`config.mk`:
```
export PLATFORM = sky130hd
export DESIGN_NAME = float_to_fixed
export DESIGN_NICKNAME = d
export VERILOG_FILES = /design/src/rtl/float_pkg.sv /design/src/rtl/f64_classify.sv /design/src/rtl/float_to_fixed.sv
export SDC_FILE = /design/constraint.sdc
export NUM_CORES = 1
export LEC_CHECK = 0
export CAP_MARGIN = 20
export CELL_PAD_IN_SITES_DETAIL_PLACEMENT = 0
export CELL_PAD_IN_SITES_GLOBAL_PLACEMENT = 1
export CORE_MARGIN = 2
export CORE_UTILIZATION = 35
export CTS_CLUSTER_DIAMETER = 120
export DETAILED_ROUTE_END_ITERATION = 10
export HOLD_SLACK_MARGIN = 0.1
export MAX_ROUTING_LAYER = met4
export PLACE_DENSITY = 0.61
export REMOVE_ABC_BUFFERS = 1
export SLEW_MARGIN = 10
export SYNTH_ARGS = -nofsm -noshare
export SYNTH_HDL_FRONTEND = slang
export SYNTH_HIERARCHICAL = 1
export SYNTH_SLANG_ARGS = --single-unit
```
`constraint.sdc`:
```
create_clock -name aclk -period 34.6 [get_ports aclk]
set_clock_uncertainty 0.2 [all_clocks]
set_input_delay 6.92 -clock aclk [delete_from_list [all_inputs] [get_ports aclk]]
set_output_delay 6.92 -clock aclk [all_outputs]
set_load 0.1 [all_outputs]
```
`src/rtl/float_pkg.sv`:
```
// Shared IEEE-754 binary64 field definitions and the pipeline stage records used
// by the float-to-fixed converter.
package float_pkg;

  localparam int F64_EXP_BIAS = 1023;
  localparam int F64_EXP_W    = 11;
  localparam int F64_MAN_W    = 52;
  localparam int FX_W         = 64;
  localparam int SHAMT_W      = 6;

  typedef struct packed {
    logic                 sign;
    logic [F64_EXP_W-1:0] exp;
    logic [F64_MAN_W-1:0] man;
  } f64_t;

  typedef struct packed {
    logic invalid;
    logic overflow;
  } fx_flags_t;

  // Result class decided in S2; everything but CLS_NORM is a fixed output pattern.
  typedef enum logic [2:0] {
    CLS_NORM,
    CLS_ZERO,
    CLS_NAN,
    CLS_SAT_POS,
    CLS_SAT_NEG,
    CLS_MIN_NEG
  } fx_cls_e;

  typedef struct packed {
    logic                        sign;
    logic                        zero;
    logic                        inf;
    logic                        nan;
    logic signed [F64_EXP_W:0]   exp;
    logic [F64_MAN_W-1:0]        man;
  } s1_t;

  typedef struct packed {
    fx_cls_e              cls;
    logic                 sign;
    logic                 left;
    logic [SHAMT_W-1:0]   amt;
    logic [F64_MAN_W-1:0] man;
  } s2_t;

  typedef struct packed {
    fx_cls_e         cls;
    logic            sign;
    logic [FX_W-1:0] mag;
  } s3_t;

  function automatic fx_flags_t cls_flags(input fx_cls_e c);
    fx_flags_t f;
    f.invalid  = (c == CLS_NAN);
    f.overflow = (c == CLS_SAT_POS) || (c == CLS_SAT_NEG);
    return f;
  endfunction

endpackage

```
`src/rtl/f64_classify.sv`:
```
// Combinational binary64 classifier: zero/subnormal/inf/NaN detection and the
// unbiased exponent as a signed value.
module f64_classify
  import float_pkg::*;
(
  input  f64_t                      f,
  output logic                      is_neg,
  output logic                      is_zero,
  output logic                      is_sub,
  output logic                      is_inf,
  output logic                      is_nan,
  output logic signed [F64_EXP_W:0] unb_exp
);

  logic exp_min;
  logic exp_max;
  logic man_nz;

  assign exp_min = (f.exp == '0);
  assign exp_max = &f.exp;
  assign man_nz  = |f.man;

  assign is_neg  = f.sign;
  assign is_zero = exp_min & ~man_nz;
  assign is_sub  = exp_min &  man_nz;
  assign is_inf  = exp_max & ~man_nz;
  assign is_nan  = exp_max &  man_nz;

  assign unb_exp = $signed({1'b0, f.exp}) - $signed((F64_EXP_W+1)'(F64_EXP_BIAS));

endmodule

```
`src/rtl/float_to_fixed.sv`:
```
// binary64 -> signed 64-bit fixed point (FRAC_BITS fraction), truncating, saturating.
// Four register stages, 4-cycle latency; the whole pipe stalls when the output is held.
module float_to_fixed
  import float_pkg::*;
#(
  parameter int FRAC_BITS = 0
) (
  input  logic        aclk,
  input  logic        aresetn,
  input  logic [63:0] s_axis_a_tdata,
  input  logic        s_axis_a_tvalid,
  output logic        s_axis_a_tready,
  output logic [63:0] m_axis_result_tdata,
  output logic [1:0]  m_axis_result_tuser,
  output logic        m_axis_result_tvalid,
  input  logic        m_axis_result_tready
);

  localparam int ESUM_W = 14;

  logic advance;
  logic s1_vld, s2_vld, s3_vld;
  s1_t  s1_d, s1_q;
  s2_t  s2_d, s2_q;
  s3_t  s3_d, s3_q;

  logic [FX_W-1:0] out_dat;
  fx_flags_t       out_flags;

  assign advance         = m_axis_result_tready | ~m_axis_result_tvalid;
  assign s_axis_a_tready = advance;

  // S1: unpack and classify
  f64_t                      in_f;
  logic                      c_neg, c_zero, c_sub, c_inf, c_nan;
  logic signed [F64_EXP_W:0] c_exp;

  assign in_f = f64_t'(s_axis_a_tdata);

  f64_classify u_classify (
    .f       (in_f),
    .is_neg  (c_neg),
    .is_zero (c_zero),
    .is_sub  (c_sub),
    .is_inf  (c_inf),
    .is_nan  (c_nan),
    .unb_exp (c_exp)
  );

  always_comb begin
    s1_d      = '0;
    s1_d.sign = c_neg;
    s1_d.zero = c_zero | c_sub;
    s1_d.inf  = c_inf;
    s1_d.nan  = c_nan;
    s1_d.exp  = c_exp;
    s1_d.man  = in_f.man;
  end

  // S2: scaled exponent, shift direction/amount and special-case class
  logic signed [ESUM_W-1:0] e_sum;
  logic signed [ESUM_W-1:0] k;
  logic signed [ESUM_W-1:0] k_neg;

  assign e_sum = $signed({{(ESUM_W-F64_EXP_W-1){s1_q.exp[F64_EXP_W]}}, s1_q.exp})
               + $signed(ESUM_W'(FRAC_BITS));
  assign k     = e_sum - $signed(ESUM_W'(F64_MAN_W));
  assign k_neg = -k;

  always_comb begin
    s2_d      = '0;
    s2_d.sign = s1_q.sign;
    s2_d.man  = s1_q.man;
    s2_d.left = ~k[ESUM_W-1];
    s2_d.amt  = k[ESUM_W-1] ? k_neg[SHAMT_W-1:0] : k[SHAMT_W-1:0];
    s2_d.cls  = CLS_NORM;
    if (s1_q.nan) begin
      s2_d.cls = CLS_NAN;
    end else if (s1_q.zero) begin
      s2_d.cls = CLS_ZERO;
    end else if (s1_q.inf) begin
      s2_d.cls = s1_q.sign ? CLS_SAT_NEG : CLS_SAT_POS;
    end else if (e_sum >= $signed(ESUM_W'(63))) begin
      // -2^63 is the one magnitude at 2^63 that still fits
      if (s1_q.sign && (e_sum == $signed(ESUM_W'(63))) && (s1_q.man == '0))
        s2_d.cls = CLS_MIN_NEG;
      else
        s2_d.cls = s1_q.sign ? CLS_SAT_NEG : CLS_SAT_POS;
    end else if (k < -$signed(ESUM_W'(F64_MAN_W))) begin
      s2_d.cls = CLS_ZERO;
    end
  end

  // S3: barrel shift of the 53-bit significand; left shifts never exceed 10 here
  logic [FX_W-1:0] sig;

  assign sig = {{(FX_W-F64_MAN_W-1){1'b0}}, 1'b1, s2_q.man};

  always_comb begin
    s3_d      = '0;
    s3_d.cls  = s2_q.cls;
    s3_d.sign = s2_q.sign;
    s3_d.mag  = s2_q.left ? (sig << s2_q.amt) : (sig >> s2_q.amt);
  end

  // S4: negate or substitute the saturated/special pattern
  always_comb begin
    out_flags = cls_flags(s3_q.cls);
    out_dat   = '0;
    case (s3_q.cls)
      CLS_NORM:    out_dat = s3_q.sign ? (~s3_q.mag + 64'd1) : s3_q.mag;
      CLS_SAT_POS: out_dat = 64'h7FFF_FFFF_FFFF_FFFF;
      CLS_SAT_NEG: out_dat = 64'h8000_0000_0000_0000;
      CLS_MIN_NEG: out_dat = 64'h8000_0000_0000_0000;
      default:     out_dat = '0;
    endcase
  end

  always_ff @(posedge aclk) begin
    if (aresetn) begin
      s1_vld               <= 1'b0;
      s2_vld               <= 1'b0;
      s3_vld               <= 1'b0;
      m_axis_result_tvalid <= 1'b0;
    end else if (advance) begin
      s1_vld               <= s_axis_a_tvalid;
      s2_vld               <= s1_vld;
      s3_vld               <= s2_vld;
      m_axis_result_tvalid <= s3_vld;
    end
  end

  // Payload registers carry no reset; their contents only matter under a valid bit.
  always_ff @(posedge aclk) begin
    if (advance) begin
      s1_q                <= s1_d;
      s2_q                <= s2_d;
      s3_q                <= s3_d;
      m_axis_result_tdata <= out_dat;
      m_axis_result_tuser <= out_flags;
    end
  end

endmodule

```
==> results.toml <==
[route]
dr.pass1.iters = 5
vias = 16000
drt_wl_total_mm = 72.9
vias_per_cell = 6.26
drc = 0
wl_per_cell_um = 28.5
drt_iter0_markers = 1604
drtAntennaViolNets = 0

[place]
place.gp.congestion = 0.965
dp_hpwl_mm = 54.5
portBuffers = 135
place_area_um2 = 20700

[floorplanning]
coreArea_um2 = 53600
initial_core_util_pct = 35.3
dieWidth_um = 237
chipHeight_um = 237
dieArea_um2 = 55900
row_count = 85
io_pins = 136

[timing]
period_minus_slack_ps = 16140
drv_slew = 0
hold_viol_final = 0
min_period_over_period_pct = 46.6
fmax_mhz = 62.0
finalSetupViolCount = 0
relSlewSlack_pct = 11.2
tightest_slew_ps = 1330
rsz0062_at_grt = "no"
setup_tns_ps = 0

[synth]
yosys_warnings = 6
mappedNetlistArea_um2 = 18900
syn-instance-count = 1802
synth_edf_count = 265
ys_seq_area_share_pct = 42.5
synthTopCellsByArea = "edfxtp_1, mux4_2, mux2i_1, mux2_2, o21ai_0"
async_flop_share_pct = 0
synth.distinct_cells = 78
yosys.area.top_type = "edfxtp_1"
synth.top_cell.area_share_pct = 42.1
ys_seq_elements = 269
ys.flop_type = "edfxtp_1"
avgSynthCellArea_um2 = 10.5

[grt]
gr-total-overflow = 0
grt_pass1_wl_mm = 106
track_usage_pct = 26.3
antenna_found_initial = 0
grt_max_degree = 138
grt_pass1_vias = 15400

[clock_tree]
post_cts_resized = 0
cts_root_buf = "clkbuf_16"
post_cts_buffers = 0
cts_tree = "yes"
path_clk_slew_ps = 60
cts_made_buffers = 29
cts_sinks = 269
clock_path_buffers = 3
insertion_delay_ps = 590
cts_hold_buffers = 0
h-tree-depth = 1

[setup_path]
slowest_delay_ps = 1230
r2r_setup_slack_ps = 29880
startpoint_type = "primary input"
reg2reg_depth = 8
r2r_start = "s2_q[52]"
crit_chain = "clkdlybuf4s50_1 > nand2b_4 > clkdlybuf4s50_1"
crit_type = "primary input to output pin"
rr_endpoint = "s3_q[22]"
cp_max_fo = 31
arrival_ps = 9020
slowest_stage = "clkdlybuf4s50_1"
end_kind = "output pin"
crit_required_ps = 27480
cpMostUsedCell = "clkdlybuf4s50_1"

[finish]
area_delta_synth_final_pct = 14.6
final_nets = 1917
drive_gt1_share_pct = 13.0
final_cell_area_um2 = 21700
fin_util_pct = 40.5

[worst_hold_path]
hold_end = "s3_q[67]"
hp-class = "flop to flop"
holdPathStages = 0
hp-start = "s2_q[62]"

[power_and_ir_drop]
switching_share_pct = 45.4
p_per_area_nw_per_um2 = 69.2
p_leak_nw = 7.92
pwr-share-seq_pct = 32.2
internal-power_w = 0.000819
p_sw_w = 0.000681
peakVddDrop_mv = 0.0334
comb_power_share_pct = 47.5
clockPowerShare_pct = 20.2

[job]
maxCapViolCount = 0

[status]
status = "complete, no violations"
metrics by stage:
step           setup slack, ps  std cells  power (W)  hold WS, ps
2_1_floorplan            13410       1645   0.000949          200
3_3_place_gp             18460       2504    0.00119          206
3_5_place_dp             18440       2504    0.00119          205
4_1_cts                  18430       2557    0.00149          221
5_1_grt                  18400       2559    0.00156          229
6_report                 18460       2560    0.00150          220
power groups by stage:
stage / clock network (W) / logic (W) / registers, W
after floorplan: 0 / 0.000317 / 0.000632
after global placement: 0 / 0.000702 / 0.000487
after detailed placement: 0 / 0.000696 / 0.000490
after CTS: 0.000313 / 0.000698 / 0.000484
after global routing: 0.000325 / 0.000742 / 0.000492
final: 0.000303 / 0.000713 / 0.000484
synth_stat cells (5+ instances only):
cell,n
or3_1,16
o221ai_1,24
mux2i_1,111
nor4_1,33
o21ai_0,120
o41ai_1,7
a22oi_1,33
nand2b_1,20
and4_1,5
a221o_1,6
and2_1,8
a21oi_1,67
nand4_1,11
edfxtp_1,265
xor2_1,66
buf_1,17
buf_4,6
a2bb2oi_1,7
buf_2,37
a211oi_1,22
mux2_2,73
a221oi_1,12
o211ai_1,29
a211o_1,11
or4_1,18
and3_1,6
o22a_1,6
o21ai_1,29
inv_1,21
o2111ai_1,6
nor2_1,141
o22ai_1,39
nand3_1,38
nor3_1,27
o31ai_1,23
clkbuf_1,96
nand2_1,147
nor2b_1,16
mux4_2,68
a31oi_1,13
xnor2_1,12
or2_2,7
a21o_1,9
ha_1,8
critical path, delay by kind of cell:
family | cells | cell delay (ps)
simple gates | 1 | 390
buf+inv | 2 | 1690
cell type report:
type / instances / area (µm²)
Clock inverter: 21 / 186
Timing Repair Buffer: 165 / 1610
Sequential cell: 269 / 8040
Inverter: 21 / 80.1
Antenna cell: 1 / 2.50
Clock buffer: 32 / 737
Tap cell: 696 / 871
Multi-Input combinational cell: 1355 / 10200
Fill cell: 5273 / 31900
flip-flops by register name, indices dropped and copies added, names as in the netlist:
| register | flops |
|---|---|
| s3_vld | 1 |
| m_axis_result_tuser | 2 |
| s3_q | 68 |
| s1_q | 68 |
| m_axis_result_tvalid | 1 |
| m_axis_result_tdata | 64 |
| s1_vld | 1 |
| s2_q | 63 |
| s2_vld | 1 |
how the worst max path moves through the flow:
stage	from	to	cells past startpoint
after global routing	m_axis_result_tready	s_axis_a_tready	3
after CTS	m_axis_result_tready	s_axis_a_tready	3
after global placement	m_axis_result_tready	s_axis_a_tready	3
after detailed placement	m_axis_result_tready	s_axis_a_tready	3
final	m_axis_result_tready	s_axis_a_tready	3
after floorplan	m_axis_result_tready	s_axis_a_tready	1
cell families (layout without fill, tap and decap cells):
family / Yosys count / count (layout) / share of synthesized area [%]
other: 0 / 1 / 0
muxes: 252 / 252 / 18.3
AOI/OAI and AO/OA: 501 / 501 / 17.7
adders and majority gates: 8 / 8 / 0.529
and+or+nand+nor: 516 / 516 / 13.4
DFF: 269 / 269 / 42.5
buffers and inverters: 178 / 239 / 3.90
xor gates and xnor gates: 78 / 78 / 3.61
layout by cell type, fill, tap and decap left out, types with 18 or more instances in the layout:
cell type,netlist,routed
a21oi_1,67,67
nor4_1,33,33
nor2_1,141,141
inv_1,21,19
mux4_2,68,68
o21ai_1,29,29
or4_1,18,18
o31ai_1,23,23
nand2b_1,20,19
o211ai_1,29,29
xor2_1,66,66
mux2i_1,111,111
o21ai_0,120,120
nand2_1,147,146
edfxtp_1,265,265
o221ai_1,24,24
clkdlybuf4s50_1,0,135
a211oi_1,22,22
mux2_2,73,73
nand3_1,38,37
nor3_1,27,27
clkbuf_16,0,29
o22ai_1,39,39
buf_4,6,27
a22oi_1,33,33
routing by layer:
layer  part of all wire, %  GRT usage, %  vias to the layer above
li1                      -             -                     7159
met1                    43          35.0                     8033
met2                    46          41.0                      709
met3                   7.0          4.06                      129
met4                   3.8          9.21                        0
met5                     0             -                        -
Power figures use the tool's default switching activity.
